### src/rtl/decode_queue.sv
// Registered RV32I(+M/F) control decoder feeding a DEPTH-entry FIFO, with flush and a halt/drain FSM.
package decode_queue_pkg;
    typedef enum logic [2:0] {R_TYPE, I_TYPE, S_TYPE, B_TYPE, U_TYPE, J_TYPE, HALT_TYPE} encoding_t;
    typedef enum logic [4:0] {
        ALU_ADD, ALU_SUB, ALU_AND, ALU_OR, ALU_XOR, ALU_SLL, ALU_SRL, ALU_SRA,
        ALU_SLT, ALU_SLTU, ALU_EQUAL, ALU_LT, ALU_LTU, ALU_MUL, ALU_MULH,
        ALU_DIV, ALU_DIVU, ALU_REM, ALU_REMU, ALU_FADD, ALU_FSUB
    } alu_op_t;
    typedef enum logic [2:0] {MEM_BYTE, MEM_HALF_WORD, MEM_FULL_WORD, MEM_BYTE_U, MEM_HALF_WORD_U} mem_size_t;

    typedef struct packed {
        logic [6:0] funct7;
        logic [4:0] rs2;
        logic [4:0] rs1;
        logic [2:0] funct3;
        logic [4:0] block1;
        logic [6:0] opcode;
    } instruction_t;

    typedef struct packed {
        encoding_t  encoding;
        alu_op_t    alu_op;
        logic       alu_src;
        logic       alu_inv_res;
        logic       is_branch;
        logic       is_jump;
        logic       use_pc;
        logic       reg_write;
        logic       mem_read;
        logic       mem_write;
        logic       mem_to_reg;
        mem_size_t  mem_size;
        logic       is_float;
        logic [4:0] write_back_id;
    } control_t;

    localparam logic [6:0] OP_LUI    = 7'b0110111;
    localparam logic [6:0] OP_AUIPC  = 7'b0010111;
    localparam logic [6:0] OP_JAL    = 7'b1101111;
    localparam logic [6:0] OP_JALR   = 7'b1100111;
    localparam logic [6:0] OP_BRANCH = 7'b1100011;
    localparam logic [6:0] OP_LOAD   = 7'b0000011;
    localparam logic [6:0] OP_STORE  = 7'b0100011;
    localparam logic [6:0] OP_IMM    = 7'b0010011;
    localparam logic [6:0] OP_REG    = 7'b0110011;
    localparam logic [6:0] OP_LOADFP = 7'b0000111;
    localparam logic [6:0] OP_STOREFP= 7'b0100111;
    localparam logic [6:0] OP_FP     = 7'b1010011;
    localparam logic [6:0] OP_HALT   = 7'b1111111;
endpackage

module decode_queue
    import decode_queue_pkg::*;
#(
    parameter int DEPTH     = 4,
    parameter bit MULDIV_EN = 1'b1,
    parameter bit FLOAT_EN  = 1'b1
) (
    input  logic                       clk,
    input  logic                       reset_n,
    input  logic                       flush_i,
    decode_queue_if.slave              q,
    output logic [$clog2(DEPTH+1)-1:0] count,
    output logic                       halted
);
    localparam int PW = $clog2(DEPTH);
    localparam int CW = $clog2(DEPTH + 1);
    localparam logic [CW-1:0] FULL = CW'(DEPTH);

    typedef enum logic [1:0] {S_RUN, S_DRAIN, S_HALTED} state_t;

    typedef struct packed {
        control_t    ctrl;
        logic [31:0] instr;
        logic [31:0] pc;
        logic        illegal;
    } entry_t;

    entry_t         mem_q [DEPTH];
    entry_t         head, wdata;
    logic [PW-1:0]  wr_q, wr_d, rd_q, rd_d;
    logic [CW-1:0]  cnt_q, cnt_d;
    state_t         state_q, state_d;
    instruction_t   ins;
    control_t       dec;
    logic           bad, unsup, is_f, dec_illegal;
    logic           push, pop, flush_eff;

    function automatic alu_op_t base_alu(input logic [2:0] f3, input logic sra);
        case (f3)
            3'b000:  return ALU_ADD;
            3'b001:  return ALU_SLL;
            3'b010:  return ALU_SLT;
            3'b011:  return ALU_SLTU;
            3'b100:  return ALU_XOR;
            3'b101:  return sra ? ALU_SRA : ALU_SRL;
            3'b110:  return ALU_OR;
            default: return ALU_AND;
        endcase
    endfunction

    assign ins = q.in_instr;

    always_comb begin
        dec   = '0;
        bad   = 1'b0;
        unsup = 1'b0;
        is_f  = 1'b0;
        dec.write_back_id = ins.block1;
        case (ins.opcode)
            // LUI relies on the datapath treating rs1 as x0 for U-type
            OP_LUI:   begin dec.encoding = U_TYPE; dec.alu_src = 1'b1; dec.reg_write = 1'b1; end
            OP_AUIPC: begin dec.encoding = U_TYPE; dec.alu_src = 1'b1; dec.reg_write = 1'b1; dec.use_pc = 1'b1; end
            OP_JAL:   begin dec.encoding = J_TYPE; dec.is_jump = 1'b1; dec.reg_write = 1'b1; dec.use_pc = 1'b1; end
            OP_JALR: begin
                dec.encoding = I_TYPE; dec.is_jump = 1'b1; dec.reg_write = 1'b1; dec.alu_src = 1'b1;
                bad = (ins.funct3 != 3'b000);
            end
            OP_BRANCH: begin
                dec.encoding    = B_TYPE;
                dec.is_branch   = 1'b1;
                dec.alu_inv_res = ins.funct3[0];
                case (ins.funct3[2:1])
                    2'b00:   dec.alu_op = ALU_EQUAL;
                    2'b10:   dec.alu_op = ALU_LT;
                    2'b11:   dec.alu_op = ALU_LTU;
                    default: bad = 1'b1;
                endcase
            end
            OP_LOAD: begin
                dec.encoding = I_TYPE; dec.alu_src = 1'b1; dec.reg_write = 1'b1;
                dec.mem_read = 1'b1;   dec.mem_to_reg = 1'b1;
                case (ins.funct3)
                    3'b000:  dec.mem_size = MEM_BYTE;
                    3'b001:  dec.mem_size = MEM_HALF_WORD;
                    3'b010:  dec.mem_size = MEM_FULL_WORD;
                    3'b100:  dec.mem_size = MEM_BYTE_U;
                    3'b101:  dec.mem_size = MEM_HALF_WORD_U;
                    default: bad = 1'b1;
                endcase
            end
            OP_STORE: begin
                dec.encoding = S_TYPE; dec.alu_src = 1'b1; dec.mem_write = 1'b1;
                case (ins.funct3)
                    3'b000:  dec.mem_size = MEM_BYTE;
                    3'b001:  dec.mem_size = MEM_HALF_WORD;
                    3'b010:  dec.mem_size = MEM_FULL_WORD;
                    default: bad = 1'b1;
                endcase
            end
            OP_IMM: begin
                dec.encoding = I_TYPE; dec.alu_src = 1'b1; dec.reg_write = 1'b1;
                dec.alu_op   = base_alu(ins.funct3, ins.funct7[5]);
                if (ins.funct3 == 3'b001 && ins.funct7 != 7'b0) bad = 1'b1;
                if (ins.funct3 == 3'b101 && ins.funct7 != 7'b0 && ins.funct7 != 7'b0100000) bad = 1'b1;
            end
            OP_REG: begin
                dec.encoding  = R_TYPE;
                dec.reg_write = 1'b1;
                case (ins.funct7)
                    7'b0000000: dec.alu_op = base_alu(ins.funct3, 1'b0);
                    7'b0100000: begin
                        if (ins.funct3 == 3'b000)      dec.alu_op = ALU_SUB;
                        else if (ins.funct3 == 3'b101) dec.alu_op = ALU_SRA;
                        else                           bad = 1'b1;
                    end
                    7'b0000001: begin
                        case (ins.funct3)
                            3'b000:  dec.alu_op = ALU_MUL;
                            3'b001:  dec.alu_op = ALU_MULH;
                            3'b100:  dec.alu_op = ALU_DIV;
                            3'b101:  dec.alu_op = ALU_DIVU;
                            3'b110:  dec.alu_op = ALU_REM;
                            3'b111:  dec.alu_op = ALU_REMU;
                            default: bad = 1'b1;
                        endcase
                        if (!MULDIV_EN) bad = 1'b1;
                    end
                    default: bad = 1'b1;
                endcase
            end
            OP_LOADFP, OP_STOREFP: begin
                is_f = 1'b1;
                dec.encoding = (ins.opcode == OP_LOADFP) ? I_TYPE : S_TYPE;
                if (ins.funct3 == 3'b010) unsup = 1'b1;
                else                      bad   = 1'b1;
            end
            OP_FP: begin
                is_f = 1'b1;
                dec.encoding = R_TYPE; dec.reg_write = 1'b1; dec.is_float = 1'b1;
                case (ins.funct7)
                    7'b0000000: dec.alu_op = ALU_FADD;
                    7'b0000100: dec.alu_op = ALU_FSUB;
                    7'b0001000, 7'b0001100, 7'b0101100: unsup = 1'b1;
                    7'b1010000: begin
                        if (ins.funct3 <= 3'b010) unsup = 1'b1;
                        else                      bad   = 1'b1;
                    end
                    default: bad = 1'b1;
                endcase
            end
            OP_HALT: dec.encoding = HALT_TYPE;
            default: begin dec.encoding = R_TYPE; bad = 1'b1; end
        endcase
        // Parameter gating turns even datapath-less F ops into the plain NOP
        if (is_f && !FLOAT_EN) begin unsup = 1'b0; bad = 1'b1; end
        dec_illegal = bad | unsup;
        if (unsup) begin
            dec = '0;
        end else if (bad) begin
            dec         = '0;
            dec.alu_op  = ALU_AND;
            dec.alu_src = 1'b1;
        end
    end

    assign head      = mem_q[rd_q];
    assign wdata     = '{ctrl: dec, instr: q.in_instr, pc: q.in_pc, illegal: dec_illegal};
    assign flush_eff = flush_i && (state_q != S_HALTED);

    assign q.in_ready    = reset_n && (state_q == S_RUN) && (cnt_q != FULL);
    assign q.out_valid   = (cnt_q != '0) && (state_q != S_HALTED);
    assign q.out_control = q.out_valid ? head.ctrl    : '0;
    assign q.out_instr   = q.out_valid ? head.instr   : '0;
    assign q.out_pc      = q.out_valid ? head.pc      : '0;
    assign q.out_illegal = q.out_valid ? head.illegal : 1'b0;
    assign count         = cnt_q;
    assign halted        = (state_q == S_HALTED);

    assign push = q.in_valid && q.in_ready && !flush_i;
    assign pop  = q.out_valid && q.out_ready;

    always_comb begin
        wr_d  = wr_q + PW'(push);
        rd_d  = rd_q + PW'(pop);
        cnt_d = cnt_q + CW'(push) - CW'(pop);
        if (flush_eff) begin
            wr_d  = '0;
            rd_d  = '0;
            cnt_d = '0;
        end
    end

    always_comb begin
        state_d = state_q;
        case (state_q)
            S_RUN:   if (push && dec.encoding == HALT_TYPE) state_d = S_DRAIN;
            S_DRAIN: if (pop && head.ctrl.encoding == HALT_TYPE) state_d = S_HALTED;
            default: state_d = state_q;
        endcase
        if (flush_eff) state_d = S_RUN;
    end

    always_ff @(posedge clk or negedge reset_n) begin
        if (!reset_n) begin
            wr_q    <= '0;
            rd_q    <= '0;
            cnt_q   <= '0;
            state_q <= S_RUN;
        end else begin
            wr_q    <= wr_d;
            rd_q    <= rd_d;
            cnt_q   <= cnt_d;
            state_q <= state_d;
        end
    end

    // Storage needs no reset: outputs are masked whenever the head is not valid
    always_ff @(posedge clk) begin
        if (push) mem_q[wr_q] <= wdata;
    end
endmodule

### src/rtl/decode_queue_if.sv
// Front/back handshake bundle of the decode queue: fetch side pushes, execute side pops.
interface decode_queue_if #(
    parameter int CTRL_W = 32
);
    logic              in_valid;
    logic              in_ready;
    logic [31:0]       in_instr;
    logic [31:0]       in_pc;
    logic              out_valid;
    logic              out_ready;
    logic [CTRL_W-1:0] out_control;
    logic [31:0]       out_instr;
    logic [31:0]       out_pc;
    logic              out_illegal;

    modport slave (
        input  in_valid, in_instr, in_pc, out_ready,
        output in_ready, out_valid, out_control, out_instr, out_pc, out_illegal
    );

    modport master (
        output in_valid, in_instr, in_pc, out_ready,
        input  in_ready, out_valid, out_control, out_instr, out_pc, out_illegal
    );
endinterface

### src/flat_wrapper.sv
// flat-port wrapper written by rule: the top's interface ports become plain ports
module decode_queue_flat import decode_queue_pkg::*;
#(
    parameter int DEPTH     = 4,
    parameter bit MULDIV_EN = 1'b1,
    parameter bit FLOAT_EN  = 1'b1
)
  (clk, reset_n, flush_i, count, halted, q_in_valid, q_in_instr, q_in_pc, q_out_ready, q_in_ready, q_out_valid, q_out_control, q_out_instr, q_out_pc, q_out_illegal);
  decode_queue_if #(.CTRL_W(($bits(control_t)))) q_i ();
  input  logic clk;
  input  logic reset_n;
  input  logic flush_i;
  output logic [$clog2(DEPTH+1)-1:0] count;
  output logic halted;
  input wire logic [$bits(q_i.in_valid)-1:0] q_in_valid;
  input wire logic [$bits(q_i.in_instr)-1:0] q_in_instr;
  input wire logic [$bits(q_i.in_pc)-1:0] q_in_pc;
  input wire logic [$bits(q_i.out_ready)-1:0] q_out_ready;
  output wire logic [$bits(q_i.in_ready)-1:0] q_in_ready;
  output wire logic [$bits(q_i.out_valid)-1:0] q_out_valid;
  output wire logic [$bits(q_i.out_control)-1:0] q_out_control;
  output wire logic [$bits(q_i.out_instr)-1:0] q_out_instr;
  output wire logic [$bits(q_i.out_pc)-1:0] q_out_pc;
  output wire logic [$bits(q_i.out_illegal)-1:0] q_out_illegal;
  assign q_i.in_valid = q_in_valid;
  assign q_i.in_instr = q_in_instr;
  assign q_i.in_pc = q_in_pc;
  assign q_i.out_ready = q_out_ready;
  assign q_in_ready = q_i.in_ready;
  assign q_out_valid = q_i.out_valid;
  assign q_out_control = q_i.out_control;
  assign q_out_instr = q_i.out_instr;
  assign q_out_pc = q_i.out_pc;
  assign q_out_illegal = q_i.out_illegal;
  decode_queue #(.DEPTH(DEPTH), .MULDIV_EN(MULDIV_EN), .FLOAT_EN(FLOAT_EN)) u_core (.clk(clk), .reset_n(reset_n), .flush_i(flush_i), .q(q_i), .count(count), .halted(halted));
endmodule
### config.mk
export PLATFORM = sky130hd
export DESIGN_NAME = decode_queue_flat
export DESIGN_NICKNAME = d
export VERILOG_FILES = /design/src/rtl/decode_queue.sv /design/src/rtl/decode_queue_if.sv /design/src/flat_wrapper.sv
export SDC_FILE = /design/constraint.sdc
export NUM_CORES = 1
export LEC_CHECK = 0
export BUFFER_PORTS_ARGS = -buffer_cell sky130_fd_sc_hd__buf_4
export CAP_MARGIN = 20
export CORE_MARGIN = 2
export CORE_UTILIZATION = 40
export DETAILED_ROUTE_END_ITERATION = 7
export GPL_ROUTABILITY_DRIVEN = 0
export MAX_ROUTING_LAYER = met4
export PLACE_DENSITY_LB_ADDON = 0.1
export SLEW_MARGIN = 10
export SYNTH_ARGS = -nofsm -noshare
export SYNTH_HDL_FRONTEND = slang
export SYNTH_SLANG_ARGS = --single-unit
### constraint.sdc
create_clock -name clk -period 9.1 [get_ports clk]
set_clock_uncertainty 0.2 [all_clocks]
set_input_delay 0.91 -clock clk [delete_from_list [all_inputs] [get_ports clk]]
set_output_delay 0.91 -clock clk [all_outputs]
set_load 0.02 [all_outputs]
### Word-level counts from Yosys, hierarchy flattened

Memories as Yosys holds them, arrays and structs flattened.
Cells that the tools add are included.

| cells by class | value |
|---|---|
| bitwise gates (word level) | 1 |
| $add $sub $neg | 4 |
| multiplexer cells | 55 |
| eq/ne operators | 38 |
| magnitude comparators | 1 |
| reductions and logical operators | 36 |

Operators by type and width:

| kind | number |
|---|---|
| 2-to-1 mux 26 bit | 3 |
| 2-to-1 mux 32 bit | 2 |
| equality test 7 x 6 -> 1 bit (second input constant) | 6 |
| equality test 7 bit (second input constant) | 6 |
| one-hot mux 5 bit (7 select lines) | 1 |
| one-hot mux 5 bit (6 select lines) | 1 |
| one-hot mux 4 bit (7 select lines) | 1 |
| 2-to-1 mux 1 bit | 23 |
| one-hot mux 3 bit (7 select lines) | 1 |
| one-hot mux 5 bit (4 select lines) | 1 |
| equality test 3 bit (second input constant) | 6 |
| one-hot mux 5 bit (3 select lines) | 1 |
| equality test 7 x 3 -> 1 bit (second input constant) | 2 |
| equality test 7 x 4 -> 1 bit (second input constant) | 2 |
| equality test 7 x 5 -> 1 bit (second input constant) | 2 |
| 2-to-1 mux 2 bit | 7 |
| logical AND 1 bit | 12 |
| one-hot mux 3 bit (4 select lines) | 1 |
| one-hot mux 4 bit (3 select lines) | 1 |
| OR reduction 3 bit | 4 |
| OR reduction 6 bit | 2 |
| one-hot mux 5 bit (2 select lines) | 1 |
| OR reduction 5 bit | 2 |
| one-hot mux 1 bit (9 select lines) | 1 |
| other kinds (32) | 46 |

| word-level totals | value |
|---|---|
| word-level logic and storage cells | 140 |
| output and inout bits | 97 |
| register bits | 9 |
| memories kept | 1 |
| bits of input ports | 69 |
| RAM bits | 364 |

Memory list:

| memory | words | bits a word | rd ports | clocked after memory_dff | write ports | RTL line | text |
|---|---|---|---|---|---|---|---|
| u_core.mem_q | 4 | 91 | 1 | 0 | 1 | decode_queue.sv:79 | `entry_t mem_q [DEPTH];` |

### Longest topological paths before layout

Gate-level depths: netlist of run 1.

| depth | value |
|---|---|
| word-level depth | 12 |
| mapped depth | 11 |
| gate-level depth less buffers | 10 |

### Worst setup path after synthesis of run 1

Ideal clock, no wire load.

| path | value |
|---|---|
| kind | input-to-reg |
| start | input port reset_n |
| end | memory u_core.mem_q[1][0] (netlist bit) (enable) |
| setup time | 0.668 ns |
| slack | 0.015 ns |
| data required time | 8.232 ns |
| arrival time | 8.218 ns |
| stages on the path | 4 |
| cells stage by stage | nand2_1 a31oi_1 nand3b_1 nor3b_1 |

| between the ends | value |
|---|---|
| word-level cells in the longest chain between the ends | 6 |

RTL lines:

| element | RTL line | text |
|---|---|---|
| from (decl) | flat_wrapper.sv:11 | `input logic reset_n;` |
| logical AND 1 bit (2 in series) | decode_queue.sv:221 | `assign q.in_ready = reset_n && (state_q == S_RUN) && (cnt_q != FULL);` |
| named net q_in_ready | flat_wrapper.sv:19 | `output wire logic [$bits(q_i.in_ready)-1:0] q_in_ready;` |
| logical AND 1 bit (2 in series) | decode_queue.sv:230 | `assign push = q.in_valid && q.in_ready && !flush_i;` |
| 2-to-1 mux 1 bit | decode_queue.sv:270 | `if (push) mem_q[wr_q] <= wdata;` |
| 2-to-1 mux 1 bit (not written as such) | decode_queue.sv:270 |  |
| to (decl) | decode_queue.sv:79 |  |

The timed path passes the listed nets, and every way through them passes these cells.

### Final worst setup path of run 1

| path | value |
|---|---|
| start | register u_core.rd_q[0] |
| end | output port q_out_pc[11] |

| between the ends | value |
|---|---|
| word-level cells in the longest chain between the ends | 2 |

RTL lines:

| element | RTL line | text |
|---|---|---|
| from (decl) | decode_queue.sv:81 | `logic [PW-1:0] wr_q, wr_d, rd_q, rd_d;` |
| from (signal assigned) | decode_queue.sv:262 | `rd_q <= rd_d;` |
| memory (4 x 91 bit) | - |  |
| 2-to-1 mux 32 bit | decode_queue.sv:225 | `assign q.out_pc = q.out_valid ? head.pc : '0;` |
| to (decl) | flat_wrapper.sv:23 | `output wire logic [$bits(q_i.out_pc)-1:0] q_out_pc;` |

Every way passes these cells.

==> flow_summary.toml, run 1 <==
[detailed_routing]
drc_errors = 0
vias_per_cell = 5.17
drtAntennaViolNets = 0
drtPass1Iterations = 4
wirelength_um = 32600
wl_per_cell_um = 21.6
vias = 7808
drt_iter0_markers = 366

[placed_design]
port_buffers = 165
dp_hpwl_um = 19000

[clocking]
cts_buffers = 39
cts-htree-levels = 2
cts_tree = "yes"
path_clk_slew_ns = 0.06
clockBufferDepth = 3
cts_resized = 0
clockRootBuffer = "clkbuf_16"
clkLatencyLatePin_ns = 0.52
cts_sinks = 369

[timing]
fin_crit_sh_pct = 52.6
tns_ns = 0
hold_viol = 0
fmax_mhz = 209
worst_pin_slew_ns = 1.04
setup_violations = 0
hold_slack_ns = 0.371
relSlewSlack_pct = 30.8
period_minus_slack_ns = 4.78
slew_violations = 0
rsz0062_at_grt = "no"

[logic_synthesis]
synth_compound_area_share_pct = 2.26
synth_top_area_share_pct = 71.2
syn_nets = 872
ys_seq_elements = 369
synth_xor_area_share_pct = 0.288
synthSimpleGateAreaFrac_pct = 8.87
synth_mux_area_share_pct = 13.5
synth_cells = 798
synth_warnings = 0
synth-edff-count = 360
synth_top_family_by_area = "multiplexers"
synth.area.top_cells = "edfxtp_1, mux4_2, and2_1, dfrtp_1, nor2_1"
syn_area_per_cell_um2 = 19.0
synth_largest_area_cell = "edfxtp_1"
netlist-cell-type-count = 68
synth_fa_ha_area_share_pct = 0.461
ys_seq_area_share_pct = 72.6
synthArstFlopShare_pct = 2.44
synthesis.area_um2 = 15200
synth_ff_type = "edfxtp_1"

[setup_path]
worst-path-buf-inv = 3
worstSetupStartpointType = "flop"
critPathMaxFanout = 36
max_stage_delay_ns = 0.77
slowest_stage = "dfrtp_4"
cp_data_required_time_ns = 7.99
cp_common_cell = "buf_4"
crit_path_end_kind = "primary output"
path_class = "flop to primary output"
worstPathArrival_ns = 3.67
cp_top_family = "buffers and inverters"
crit_chain = "buf_4 -> buf_4 -> mux4_2 -> and2_1 -> buf_4"

[floorplan]
ioPinCount = 166
die_x_um = 199
rows = 71
start_util_pct = 40.4
core-area_um2 = 37600
die-height_um = 199
dieArea_um2 = 39600

[power]
sw_frac_of_total_pct = 29.5
irDropWorstVdd_mv = 0.127
power.density_nw_per_um2 = 267
seqPwrFrac_pct = 40.2
clockPowerShare_pct = 30.9
comb_power_share_pct = 28.9
switchingPower_mw = 1.43
p_int_mw = 3.42
leakage_nw = 5.96

[job]
max_cap_viol_count = 0

[cells_and_area]
nets = 1042
multi_input_area_um2 = 3870
syn2layout_area_growth_pct = 19.4
regArea_um2 = 11000
fillers = 3185
drive_above_1_share_pct = 33.7
antennaDiodeCount = 0

[grt]
grt_pass1_vias = 8311
gr-total-overflow = 0
grt_pass1_wl_um = 50100
grt_usage_pct = 17.4
antenna_found_initial = 0
grt_max_degree = 67

[hold_path]
holdCritPathClass = "flop to flop"

[outcome]
outcome = "complete, no violations"
==> power by group through the flow <==
| stage | Clock, mW | Combinational, mW | Sequential (mW) |
|---|---|---|---|
| floorplan | 0 | 0.910 | 1.96 |
| global placement | 0 | 1.44 | 1.99 |
| detailed placement | 0 | 1.43 | 1.99 |
| CTS | 1.54 | 1.44 | 1.95 |
| global route | 1.61 | 1.51 | 1.96 |
| finish | 1.50 | 1.40 | 1.95 |
==> cells in the final DEF, fill, tap and decap left out, types with 5 or more instances in the layout <==
cell type / Yosys / final
and2_1: 98 / 98
dfrtp_1: 9 / 7
nand2_1: 21 / 21
a31oi_1: 6 / 6
inv_1: 11 / 11
nor3_1: 11 / 10
clkbuf_1: 22 / 13
mux4_2: 90 / 90
clkinv_2: 0 / 6
clkinv_1: 0 / 7
nand3_1: 12 / 12
a21oi_1: 10 / 10
buf_4: 8 / 177
nand3b_1: 6 / 6
edfxtp_1: 360 / 360
clkbuf_16: 0 / 40
nor2_1: 26 / 26
nand2b_1: 7 / 7
o21ai_0: 5 / 5
==> sequential cells by signal, summed over array words and instances (netlist names) <==
name	cells
u_core.state_q	2
u_core.mem_q	360
u_core.wr_q	2
u_core.rd_q	2
u_core.count	3
==> worst reg2reg max path, stage by stage, from the launching register on <==
cell and delay [ns]:
dfrtp_1 0.41, nand2b_1 0.15, o31a_2 0.60, buf_4 0.66
and2_1 0.26, ha_1 0.12, inv_1 0.04, ha_1 0.20
fa_1 0.39, xnor2_1 0.18, xnor2_1 0.14, nor2_1 0.06
==> stage by stage <==
stage	worst slack, ns	instances	area (um2)	total power, mW	utilization (%)
global route	3.99	1510	18100	5.08	48.3
finish	4.32	1510	18100	4.84	48.3
floorplan	0.0148	798	15200	2.87	-
detailed placement	4.71	1437	16900	3.42	45.0
global placement	4.70	1437	16900	3.43	45.0
CTS	4.14	1510	18100	4.94	48.3
==> cells by family (layout without fill, tap and decap cells) <==
logic type	count (synthesis)	after routing
adders and majority gates	5	5
buffers and inverters	60	261
muxes	92	92
xor gates and xnor gates	5	5
DFF	369	369
AOI/OAI and AO/OA	48	48
and+or+nand+nor	219	219
==> worst paths after layout <==
check                      depth (start not counted)                     startpoint                            end  slack [ns]
setup reg to reg                                  11  u_core.state_q[1]$_DFFE_PN0P_      u_core.count[2]$_DFF_PN0_        5.59
hold / removal                                     1  u_core.state_q[1]$_DFFE_PN0P_  u_core.state_q[1]$_DFFE_PN0P_        0.37
hold reg to reg                                    1  u_core.state_q[1]$_DFFE_PN0P_  u_core.state_q[1]$_DFFE_PN0P_        0.37
setup / recovery                                   5       u_core.rd_q[0]$_DFF_PN0_                   q_out_pc[11]        4.32
min in group asynchronous                          2                        reset_n      u_core.count[0]$_DFF_PN0_        0.56
max in group asynchronous                          2                        reset_n       u_core.rd_q[1]$_DFF_PN0_        7.98
==> cells in the mapped netlist (4+ instances only) <==
cell type	n
nand4_1	4
nor2_1	26
nor3b_1	5
inv_1	11
a21oi_1	10
dfrtp_1	9
nand2_1	21
buf_2	12
nand3b_1	6
a31oi_1	6
edfxtp_1	360
nor3_1	11
clkbuf_1	22
nand2b_1	7
xnor2_1	4
buf_4	8
mux4_2	90
and2_1	98
o21ai_0	5
nand3_1	12
ha_1	4
==> per-layer routing <==
| layer | share of wire, % | track usage, % |
|---|---|---|
| met5 | 0 | - |
| met4 | 1.8 | 4.06 |
| met3 | 5.8 | 3.90 |
| met2 | 49 | 28.1 |
| met1 | 44 | 22.5 |
==> final cells by class <==
cell class	instances	share of cell area (%)
Clock buffer	53	5.79
Inverter	11	0.228
Clock inverter	19	0.869
Sequential cell	369	60.9
Timing Repair Buffer	178	7.38
Tap cell	511	3.52
Multi-Input combinational cell	369	21.4
==> timing repair <==
item | in CTS | in global routing
hold buffers | 1 | 0
buffers inserted | 0 | 0
setup endpoints to repair | 0 | 0
endpoints found under the hold margin | 9 | 0
No activity file was read; power rests on OpenSTA's default activity.
==> inputs of run 2 (changes only) <==
--- a/config.mk
+++ b/config.mk
@@ -5,6 +5,7 @@
 export SDC_FILE = /design/constraint.sdc
 export NUM_CORES = 1
 export LEC_CHECK = 0
+export ABC_AREA = 1
 export BUFFER_PORTS_ARGS = -buffer_cell sky130_fd_sc_hd__buf_4
 export CAP_MARGIN = 20
 export CORE_MARGIN = 2
==> constraint.sdc (replaced) <==
create_clock -name clk -period 3.95 [get_ports clk]
set_clock_uncertainty 0.2 [all_clocks]
set_input_delay 0.395 -clock clk [delete_from_list [all_inputs] [get_ports clk]]
set_output_delay 0.395 -clock clk [all_outputs]
set_load 0.02 [all_outputs]
==> run 2 against run 1 <==
Net effect: global-route usage is 2.8 points higher; design area is 5.4% higher; non-clock buffer count is 73 higher; cell count is 39% higher; first-iteration DRC count is 95% higher; core utilization is 2.4 points higher; worst setup slack worse by 3.8 ns; die area is 0.96% higher; critical path depth is 1 higher; largest power group unchanged; synthesized cell count is 67% higher; critical path type unchanged; sequential cell count stayed put; clock power is 140% higher.
==> flow_summary.toml, run 2 <==
[logic_synthesis]
ys_seq_area_share_pct = 71.9
synth_warnings = 0
synth.area.top_cells = "edfxtp_1, nor2_1, o21ai_0, a21oi_1, nand2_1"
synth_top_area_share_pct = 70.5
synth_largest_area_cell = "edfxtp_1"
synth_mux_area_share_pct = 0
syn_area_per_cell_um2 = 11.5
synthesis.area_um2 = 15300
synth_top_family_by_area = "simple AND/OR/NAND/NOR gates"
synthSimpleGateAreaFrac_pct = 14.3
synth.cells.most_frequent = "nor2_1, edfxtp_1, o21ai_0"
synth_ff_type = "edfxtp_1"
synth_compound_area_share_pct = 9.88
netlist-cell-type-count = 40
synth_fa_ha_area_share_pct = 0.457
ys_seq_elements = 369
synth_cells = 1329
synth.most_common_cell = "nor2_1"
synthArstFlopShare_pct = 2.44
syn_nets = 1403
synth-edff-count = 360
synth_xor_area_share_pct = 0.171

[cells_and_area]
largest_reg_flops = 360
nets = 1627
antennaDiodeCount = 0
drive_above_1_share_pct = 17.6
final_common_cell = "nor2_1"
syn2layout_area_growth_pct = 24.7
final_cell_mix = "nor2_1, edfxtp_1, o21ai_0, buf_4, a21oi_1"
top_register = "u_core.mem_q"

[timing]
hold_viol = 0
worst_pin_slew_ns = 0.922
setup_violations = 0
hold_slack_ns = 0.0375
slew_violations = 0
fmax_mhz = 293
fin_crit_sh_pct = 86.4
rsz0062_at_grt = "no"
period_minus_slack_ns = 3.41
relSlewSlack_pct = 38.5

[grt]
grt_max_degree = 182
grt_pass1_vias = 10100
grt_usage_pct = 20.1
grt_pass1_wl_um = 59100
gr-total-overflow = 0
antenna_found_initial = 0

[setup_path]
path_class = "flop to primary output"
worst-path-buf-inv = 3
cp_common_cell = "buf_4"
cp_top_family = "buffers and inverters"
worstPathArrival_ns = 2.82
critPathMaxFanout = 32
worstSetupStartpointType = "flop"
cp_data_required_time_ns = 3.36
crit_chain = "clkinv_2 -> buf_4 -> nor2_1 -> o21ai_0 -> a21oi_1 -> buf_4"
max_stage_delay_ns = 0.71
crit_path_end_kind = "primary output"
slowest_stage = "dfrtp_4"

[power]
finalPower_mw = 12.3
leakage_nw = 7.03
irDropWorstVdd_mv = 0.478
power.density_nw_per_um2 = 645

[detailed_routing]
vias_per_cell = 5.00
wl_per_cell_um = 18.6
drc_errors = 0
vias = 10500
drtPass1Iterations = 5
drt_iter0_markers = 715
drtAntennaViolNets = 0
wirelength_um = 39000

[hold_path]
holdCritPathClass = "input pin to asynchronous set/reset pin"

[clocking]
cts_buffers = 42
cts_setup_buffers = 0
cts_tree = "yes"
cts_sinks = 369
clockRootBuffer = "clkbuf_16"
clkLatencyLatePin_ns = 0.53
clockBufferDepth = 3
path_clk_slew_ns = 0.06
cts-htree-levels = 2

[floorplan]
ioPinCount = 166
dieArea_um2 = 39900
rows = 71
start_util_pct = 40.6
core-area_um2 = 37800
die_x_um = 200
die-height_um = 200

[outcome]
outcome = "complete, no violations"

[placed_design]
dp_hpwl_um = 22400
port_buffers = 165

[job]
max_cap_viol_count = 0
[run 2: per-layer routing]
layer	vias up	global-route usage, %	part of all wire, %
li1	5098	-	-
met1	5069	27.9	47
met2	254	31.9	47
met3	46	2.70	5.1
met4	0	4.58	1.5
met5	-	-	0
[run 2: cell families (layout without fill, tap and decap cells)]
family | count (synthesis) | in the layout
adder cells (fa/ha/maj) | 5 | 5
buffers and inverters | 124 | 379
AND/OR/NAND/NOR | 534 | 534
AO/OA/AOI/OAI | 294 | 294
flip-flops | 369 | 369
XOR/XNOR | 3 | 3
[run 2: worst register-to-register path, cell delays in order, from the launching register on]
cell     delay, ns
dfrtp_1       0.39
inv_1         0.10
nand3_1       0.09
nand4_1       0.11
nor2_1        0.29
inv_1         0.24
nor3_4        0.18
buf_4         0.66
[run 2: final timing paths]
| check | from | slack [ns] | endpoint | depth (start not counted) |
|---|---|---|---|---|
| hold / removal | reset_n | 0.04 | u_core.count[1]$_DFF_PN0_ | 2 |
| setup / recovery | u_core.rd_q[1]$_DFF_PN0_ | 0.54 | q_out_instr[10] | 6 |
| setup reg to reg | u_core.count[1]$_DFF_PN0_ | 1.29 | u_core.mem_q[1][29]$_DFFE_PP_ | 7 |
| hold reg to reg | u_core.state_q[1]$_DFFE_PN0P_ | 0.35 | u_core.state_q[1]$_DFFE_PN0P_ | 1 |
| min in group clk | q_in_valid | 0.07 | u_core.state_q[0]$_DFFE_PN0P_ | 5 |
| max in group asynchronous | reset_n | 3.34 | u_core.rd_q[1]$_DFF_PN0_ | 2 |
[run 2: report_power, final]
group | switching, mW | internal, mW | total, mW
Combinational | 2.82 | 1.44 | 4.26
Sequential | 0.0569 | 4.39 | 4.44
Clock | 1.49 | 2.13 | 3.62
[run 2: per-stage QoR]
stage | area [um2] | setup TNS [ns] | instances | setup slack, ns | utilization (%)
after floorplan | 15400 | -481.61 | 1329 | -1.34 | -
after global placement | 17200 | 0 | 1954 | 1.10 | 45.5
after detailed placement | 17200 | 0 | 1954 | 1.05 | 45.5
after CTS | 19100 | 0 | 2095 | 0.485 | 50.7
after global routing | 19100 | 0 | 2095 | 0.386 | 50.7
final | 19100 | 0 | 2095 | 0.539 | 50.7
[run 2: cell type report]
type	instances	area, um2
multi-input cells	836	3840
clock inverters	18	156
clock buffers	57	1130
repair buffers	251	2110
well taps	511	639
fillers	3358	18600
flip-flops and latches	369	11000
inverters	53	206
[run 2: repair_timing]
action	in CTS	in global routing
endpoints found under the hold margin	266	0
gates resized for setup	0	0
hold buffers	66	0
==> inputs of run 3 (changes only) <==
==> constraint.sdc (replaced) <==
create_clock -name clk -period 3.5 [get_ports clk]
set_clock_uncertainty 0.2 [all_clocks]
set_input_delay 0.35 -clock clk [delete_from_list [all_inputs] [get_ports clk]]
set_output_delay 0.35 -clock clk [all_outputs]
set_load 0.02 [all_outputs]
==> run 3 against run 2 <==
Net effect: routed wire length is 0.22% higher; cell count is 0.14% higher; clock power is 16% higher; critical path depth stayed put; sequential power is 13% higher; design area is 0.95% higher; worst setup slack worse by 0.13 ns; first-iteration DRC count is 30% lower; sequential cell count stayed put; worst hold slack better by 0.10 ns; critical endpoint is now q_out_control[4].
==> flow_summary.toml, run 3 (synthesis gave the netlist of run 2 again) <==
[outcome]
outcome = "complete, no violations"

[detailed_routing]
wl_per_cell_um = 18.6
drtAntennaViolNets = 0
vias = 10500
wirelength_um = 39100
vias_per_cell = 5.02
drt_iter0_markers = 497
drtPass1Iterations = 5
drc_errors = 0

[grt]
grt_pass1_vias = 10200
use_met1_pct = 26.4
use_met2_pct = 32.9
gr-total-overflow = 0
grt_pass1_wl_um = 59200
top_usage_layer = "met2"
antenna_found_initial = 2
grt_max_degree = 140
grt_usage_pct = 20.2
met3_usage_pct = 3.66

[floorplan]
start_util_pct = 40.6
dieArea_um2 = 39900
ioPinCount = 166
core-area_um2 = 37800
rows = 71
die_x_um = 200
die-height_um = 200

[cells_and_area]
final_cell_mix = "nor2_1, edfxtp_1, o21ai_0, buf_4, a21oi_1"
multi_input_area_um2 = 3850
regArea_um2 = 11000
drive_above_1_share_pct = 18.3
final_common_cell = "nor2_1"
largest_reg_flops = 360
fillers = 3302
nets = 1629
syn2layout_area_growth_pct = 25.9
top_register = "u_core.mem_q"
final_cells = 2098

[power]
finalPower_mw = 14.1
irDropWorstVdd_mv = 0.598
power.density_nw_per_um2 = 732
leakage_nw = 7.09

[clocking]
cts_buffers = 41
cts_tree = "yes"
cts_setup_buffers = 0
clkLatencyLatePin_ns = 0.55
cts_resized = 0
ctsHoldBuffers = 68
clockRootBuffer = "clkbuf_16"
cts_sinks = 369
clockBufferDepth = 3
cts-htree-levels = 2
path_clk_slew_ns = 0.05

[job]
max_cap_viol_count = 0

[timing]
worst_pin_slew_ns = 0.765
slew_violations = 0
hold_viol = 0
setup_violations = 0
relSlewSlack_pct = 48.5
tns_ns = 0
fin_crit_sh_pct = 88.4
period_minus_slack_ns = 3.09
rsz0062_at_grt = "no"
fmax_mhz = 323
setup_ws_ns = 0.407

[setup_path]
r2r-start = "u_core.rd_q[0]$_DFF_PN0_"
worstSetupStartpointType = "flop"
cp_data_required_time_ns = 2.95
path_class = "flop to primary output"
worstPathArrival_ns = 2.54
crit_path_end_kind = "primary output"
critPathMaxFanout = 139
startpoint = "u_core.rd_q[0]$_DFF_PN0_"

[placed_design]
dp_cells = 1955
pre_cts_ws_ns = 0.880
dp_hpwl_um = 21300
port_buffers = 165

[hold_path]
worstHoldStart = "q_out_ready"
holdCritPathClass = "input pin to flop"
-- run 3: cell count changes in the layout (fill, tap and decap cells not counted), sizes merged --
cell	delta
inv	+2
diode	+2
dlygate4sd3	+2
bufinv	+3
buf	+1
clkinvlp	+1
clkbuf	-10
clkinv	+2
-- run 3: per-stage QoR --
| stage | instance area, um2 | hold WS [ns] | utilization, % |
|---|---|---|---|
| 2_1_floorplan | 15400 | -0.146 | - |
| 3_3_place_gp | 17300 | -0.00941 | 45.8 |
| 3_5_place_dp | 17300 | -0.0101 | 45.8 |
| 4_1_cts | 19300 | 0.111 | 51.1 |
| 5_1_grt | 19300 | 0.173 | 51.2 |
| 6_report | 19300 | 0.141 | 51.2 |
-- run 3: final timing paths --
check / to / slack (ns) / depth (start not counted)
worst max-delay path: q_out_control[4] / 0.41 / 6
worst min-delay path: u_core.state_q[1]$_DFFE_PN0P_ / 0.14 / 6
worst max register to register: u_core.state_q[0]$_DFFE_PN0P_ / 0.57 / 10
worst min register to register: u_core.state_q[1]$_DFFE_PN0P_ / 0.35 / 1
max in group asynchronous: u_core.rd_q[0]$_DFF_PN0_ / 2.11 / 3
min in group asynchronous: u_core.rd_q[1]$_DFF_PN0_ / 0.65 / 3
-- run 3: final cells by class --
class                   instances  share of cell area (%)
diodes                          2                  0.0259
clock buffers                  47                    5.43
clock inverters                26                    1.42
inverters                      53                    1.07
multi-input cells             836                    19.9
flip-flops and latches        369                    57.2
well taps                     511                    3.31
repair buffers                254                    11.6
-- run 3: power by group --
group	switching (mW)	internal, mW
Clock	1.68	2.52
Sequential	0.0433	4.95
Combinational	3.24	1.69
Total	4.96	9.17
-- run 3: critical path, cell delays in order (launching register included) --
cell and delay (ns):
dfrtp_4 0.44, buf_12 0.46, nor2_1 0.11, nor2_1 0.10, o21ai_0 0.09, a21oi_1 0.41, buf_4 0.22
-- run 3: per-layer routing --
layer  vias to the layer above  part of all wire (%)
li1                       5108                     -
met1                      5114                    45
met2                       258                    48
met3                        51                   5.3
met4                         0                   1.6
met5                         -                     0
